## config.mk

```make
export PLATFORM = sky130hd
export DESIGN_NAME = run_sequencer
export DESIGN_NICKNAME = d
export VERILOG_FILES = /design/src/rtl/run_sequencer_pkg.sv /design/src/rtl/seq_counter.sv /design/src/rtl/run_sequencer.sv
export SDC_FILE = /design/constraint.sdc
export NUM_CORES = 1
export LEC_CHECK = 0
export CAP_MARGIN = 20
export CORE_MARGIN = 2
export CORE_UTILIZATION = 50
export CTS_CLUSTER_SIZE = 14
export DETAILED_ROUTE_END_ITERATION = 10
export PLACE_DENSITY = 0.82
export SKIP_LAST_GASP = 1
export SYNTH_ARGS = -nofsm -noshare
export SYNTH_HDL_FRONTEND = slang
export SYNTH_SLANG_ARGS = --single-unit
```

## constraint.sdc

```tcl
create_clock -name clk -period 1.9 [get_ports clk]
set_input_delay 0.38 -clock clk [delete_from_list [all_inputs] [get_ports clk]]
set_output_delay 0.38 -clock clk [all_outputs]
set_load 0.02 [all_outputs]
```

## src/rtl/run_sequencer_pkg.sv

```systemverilog
// run_seq_pkg: sequencer state encoding and default parameter values
package run_seq_pkg;
    typedef enum logic [2:0] {IDLE, HOLD, RUN, DONE, TIMEOUT} run_state_t;
    localparam int RST_CYCLES_DEF     = 4;
    localparam int IGNORE_CYCLES_DEF  = 2;
    localparam int CNT_W_DEF          = 16;
    localparam int TIMEOUT_CYCLES_DEF = 50000;
    localparam int HOLD_W             = 4;
endpackage

```

## src/rtl/seq_counter.sv

```systemverilog
// seq_counter: up-counter with synchronous clear/enable and async active-low reset
module seq_counter #(
    parameter int W = 4
) (
    input  logic         clk,
    input  logic         rst_n,
    input  logic         clr_i,
    input  logic         en_i,
    output logic [W-1:0] cnt_o
);
    logic [W-1:0] cnt_q;
    always_ff @(posedge clk or negedge rst_n) begin
        if (!rst_n)     cnt_q <= '0;
        else if (clr_i) cnt_q <= '0;
        else if (en_i)  cnt_q <= cnt_q + 1'b1;
    end
    assign cnt_o = cnt_q;
endmodule

```

## src/rtl/run_sequencer.sv

```systemverilog
// run_sequencer: holds the core in reset, runs it, and latches cycle count on done or timeout
module run_sequencer
    import run_seq_pkg::*;
#(
    parameter int RST_CYCLES     = RST_CYCLES_DEF,
    parameter int IGNORE_CYCLES  = IGNORE_CYCLES_DEF,
    parameter int CNT_W          = CNT_W_DEF,
    parameter int TIMEOUT_CYCLES = TIMEOUT_CYCLES_DEF
) (
    input  logic             clk,
    input  logic             reset,
    input  logic             start,
    input  logic             ack,
    input  logic             core_done,
    output logic             core_reset,
    output logic             busy,
    output logic             finished,
    output logic             timeout,
    output logic [CNT_W-1:0] cycle_count
);
    run_state_t state_q, state_d;
    logic [HOLD_W-1:0] hold_cnt;
    logic core_reset_q, core_reset_d, busy_q, busy_d;
    logic finished_q, finished_d, timeout_q, timeout_d;
    logic done_acc, hold_end, last_cycle;

    // core done is combinational from the PC, so it is untrustworthy for the first few cycles
    assign done_acc   = state_q == RUN && core_done && cycle_count >= CNT_W'(IGNORE_CYCLES);
    assign hold_end   = hold_cnt == HOLD_W'(RST_CYCLES - 1);
    assign last_cycle = cycle_count == CNT_W'(TIMEOUT_CYCLES - 1);

    seq_counter #(.W(HOLD_W)) u_hold (
        .clk   (clk),
        .rst_n (reset),
        .clr_i (state_q == IDLE),
        .en_i  (state_q == HOLD),
        .cnt_o (hold_cnt)
    );

    seq_counter #(.W(CNT_W)) u_cycles (
        .clk   (clk),
        .rst_n (reset),
        .clr_i (state_q == HOLD && hold_end),
        .en_i  (state_q == RUN && !done_acc),
        .cnt_o (cycle_count)
    );

    always_ff @(posedge clk or negedge reset) begin
        if (!reset) begin
            state_q      <= IDLE;
            core_reset_q <= 1'b1;
            busy_q       <= 1'b0;
            finished_q   <= 1'b0;
            timeout_q    <= 1'b0;
        end else begin
            state_q      <= state_d;
            core_reset_q <= core_reset_d;
            busy_q       <= busy_d;
            finished_q   <= finished_d;
            timeout_q    <= timeout_d;
        end
    end

    always_comb begin
        state_d = state_q;
        case (state_q)
            IDLE:          state_d = start ? HOLD : IDLE;
            HOLD:          state_d = hold_end ? RUN : HOLD;
            RUN:           state_d = done_acc ? DONE : last_cycle ? TIMEOUT : RUN;
            DONE, TIMEOUT: state_d = ack ? IDLE : state_q;
            default:       state_d = IDLE;
        endcase
    end

    // outputs are registered from the next state so they change on the same edge as the state
    always_comb begin
        core_reset_d = state_d != RUN;
        busy_d       = state_d == HOLD || state_d == RUN;
        finished_d   = state_d == DONE;
        timeout_d    = state_d == TIMEOUT;
    end

    assign core_reset = core_reset_q;
    assign busy       = busy_q;
    assign finished   = finished_q;
    assign timeout    = timeout_q;
endmodule

```

==> results.toml <==
[logic_synthesis]
synthTopCellsByCount = "dfrtp_1, nand2_1, nor2_1"
synth_cell_types = 39
seq_area_frac_synth_pct = 48.00
synth-edff-count = 0
syn_inst = 140
yosys.cell_count.top_type = "dfrtp_1"
synth_area_leaders = "dfrtp_1, xnor2_1, nand2_1"
ys_ff_latch = 27
ys.flop_type = "dfrtp_1"
synth_top_cell_area_share_pct = 46.14
yosys_warnings = 0
avgSynthCellArea_sq_um = 10.07
async_flop_share_pct = 100.0
yosysTopAreaCell = "dfrtp_1"
synth_fp_nets = 148
netlist_area_sq_mm = 0.001410

[drt]
ant_nets = 0
drc = 0
dr.pass1.iters = 4
avgRoutedWirePerCell_um = 14.39
drt-total-wl_mm = 3.123
drtIter0Drc = 33
vias_per_cell = 5.788
dr_total_vias = 1256

[power_and_ir_drop]
ir_drop_uv = 848.7
powerDensity_mw_per_mm2 = 1130
p_leak_uw = 0.0009130
p_total_uw = 2119

[timing]
finalSetupViolCount = 0
period_needed_ns = 1.831
slew_headroom_pct = 75.09
finalMaxSlewViolations = 0
setup-tns-final_ns = 0
fmax_mhz = 546.0
worstMarginPinSlew_ns = 0.3702
finalClockSkew_ns = 0.006235
setup_slack_ns = 0.06864
rsz0062_at_grt = "false"
finalCritPeriodShare_pct = 96.39
hold_violations = 0

[clocking]
clk_latency_ns = 0.33
post_cts_buffers = 0
cts.clk_slew.worst_paths_ns = 0.15
cts_tree = "done"
cts.sinks = 27
numCtsBuffers = 3
cts.root.buffer_cell = "clkbuf_4"
clk_path_buf_depth = 2
cts_htree_levels = 1

[grt]
grt_antenna_before_repair = 0
grt_max_degree = 28
gr-total-overflow = 0
grt_usage_pct = 20.26
first_global_vias = 1210
grt_pass1_wl_mm = 5.181

[finish]
regArea_sq_um = 680.7
fillers = 214
layout-drive-gt1-share_pct = 20.43
syn_to_final_growth_pct = 33.01
nets = 195
multi_input_area_sq_um = 703.2
antenna_cells = 0

[critical_path]
end_kind = "output port"
crit_buf_inv = 1
critPathRequiredTime_ns = 1.52
crit_path_max_fanout = 1
arrival_ns = 1.45
cpMaxStageDelayCell = "clkdlybuf4s50_1"
critical_path_class = "reg2out"
crit_path_cell_trace = "clkdlybuf4s50_1"
crit_family = "buffers and inverters"
crit_path_start_kind = "register"
worst_path_largest_cell_delay_ns = 0.59

[die]
io_pins = 25
dieHeight_um = 57.11
row_count = 19
die_area_sq_mm = 0.003261
die-width_um = 57.11
core_sq_mm = 0.002710
initial_core_util_pct = 52.03

[placed_design]
gp_congestion = 0.8199
hpwl_mm = 2.413
post-place-ws_ns = -0.01977
io_buffers = 24

[job]
drv_cap = 0

[worst_hold_path]
hold_path.class = "in2async"

[outcome]
outcome = "finished, final reports clean"
[state kept, by name (all words and copies together), names as in the netlist]
register        count
u_cycles.cnt_o     16
u_hold.cnt_o        4
state_q             3
busy                1
core_reset          1
finished            1
timeout             1
[path summary, 6_finish.rpt]
| kind | startpoint | end | slack, ns | cells past startpoint |
|---|---|---|---|---|
| setup / recovery | core_reset$_DFF_PN1_ | core_reset | 0.07 | 1 |
| hold / removal | reset | u_cycles.cnt_o[14]$_DFFE_PN0P_ | 0.40 | 2 |
| setup reg to reg | u_cycles.cnt_o[10]$_DFFE_PN0P_ | core_reset$_DFF_PN1_ | 0.11 | 6 |
| hold reg to reg | u_hold.cnt_o[0]$_DFFE_PN0P_ | u_hold.cnt_o[0]$_DFFE_PN0P_ | 0.53 | 1 |
| max in group asynchronous | reset | core_reset$_DFF_PN1_ | 1.20 | 2 |
| min in group clk | u_hold.cnt_o[0]$_DFFE_PN0P_ | u_hold.cnt_o[0]$_DFFE_PN0P_ | 0.53 | 1 |
[layout by cell type (no fill, tap or decap), types with 3 or more instances in the layout]
cell type,count
buf_4,21
xnor2_1,7
mux2i_1,3
inv_1,3
o21ai_0,3
dfrtp_1,23
ha_1,3
nand2_1,16
dlymetal6s2s_1,4
and4_1,4
nor3_2,3
xor2_1,5
nand3_1,8
o21ai_1,5
clkdlybuf4s50_1,20
nor3_1,3
nor2_1,16
dfrtp_2,3
clkbuf_4,3
nand4_1,5
[final cells by class]
type,count,share of cell area (%)
multi-input cells,106,37.49
flip-flops and latches,27,36.29
repair buffers,45,21.75
well taps,31,2.068
clock buffers,3,1.201
inverters,4,0.8005
clock inverters,1,0.4003
[power by group]
part,internal (uW),switching [uW],total [uW],leakage (uW)
clock network,80.5,178,259,0.0000139
registers,717,127,844,0.000353
logic,478,538,1020,0.000546
[metal layers]
| metal | global-route usage [%] | wire length (um) | vias to the layer above |
|---|---|---|---|
| met3 | 2.494 | 120 | 4 |
| met2 | 37.93 | 1680 | 31 |
| met1 | 24.04 | 1291 | 625 |
| li1 | - | - | 596 |
| met5 | 0 | 0 | - |
| met4 | 6.312 | 31 | 0 |
[cells by family after synthesis]
kind of cell / after synthesis / share of synthesized area (%)
compound gates: 17 / 8.962
xor+xnor: 12 / 7.453
fa+ha+maj: 3 / 2.662
buf+inv: 7 / 2.129
flops: 27 / 48.00
mux: 3 / 2.130
simple gates: 71 / 28.66
[what timing repair did]
item / CTS / global route
setup endpoints to repair: 1 / 6
hold buffers: 0 / 0
resized for setup: 1 / 6
[per-stage QoR]
stage | instance area, sq um | hold WS (ns) | instances | utilization (%)
5_1_grt | 1876 | 0.4162 | 217 | 69.21
2_1_floorplan | 1410 | 0.08441 | 140 | -
6_report | 1876 | 0.4048 | 217 | 69.21
3_3_place_gp | 1832 | 0.4894 | 213 | 67.59
3_5_place_dp | 1832 | 0.5057 | 213 | 67.59
4_1_cts | 1863 | 0.4134 | 217 | 68.74
(Power assumes the default switching activity.)
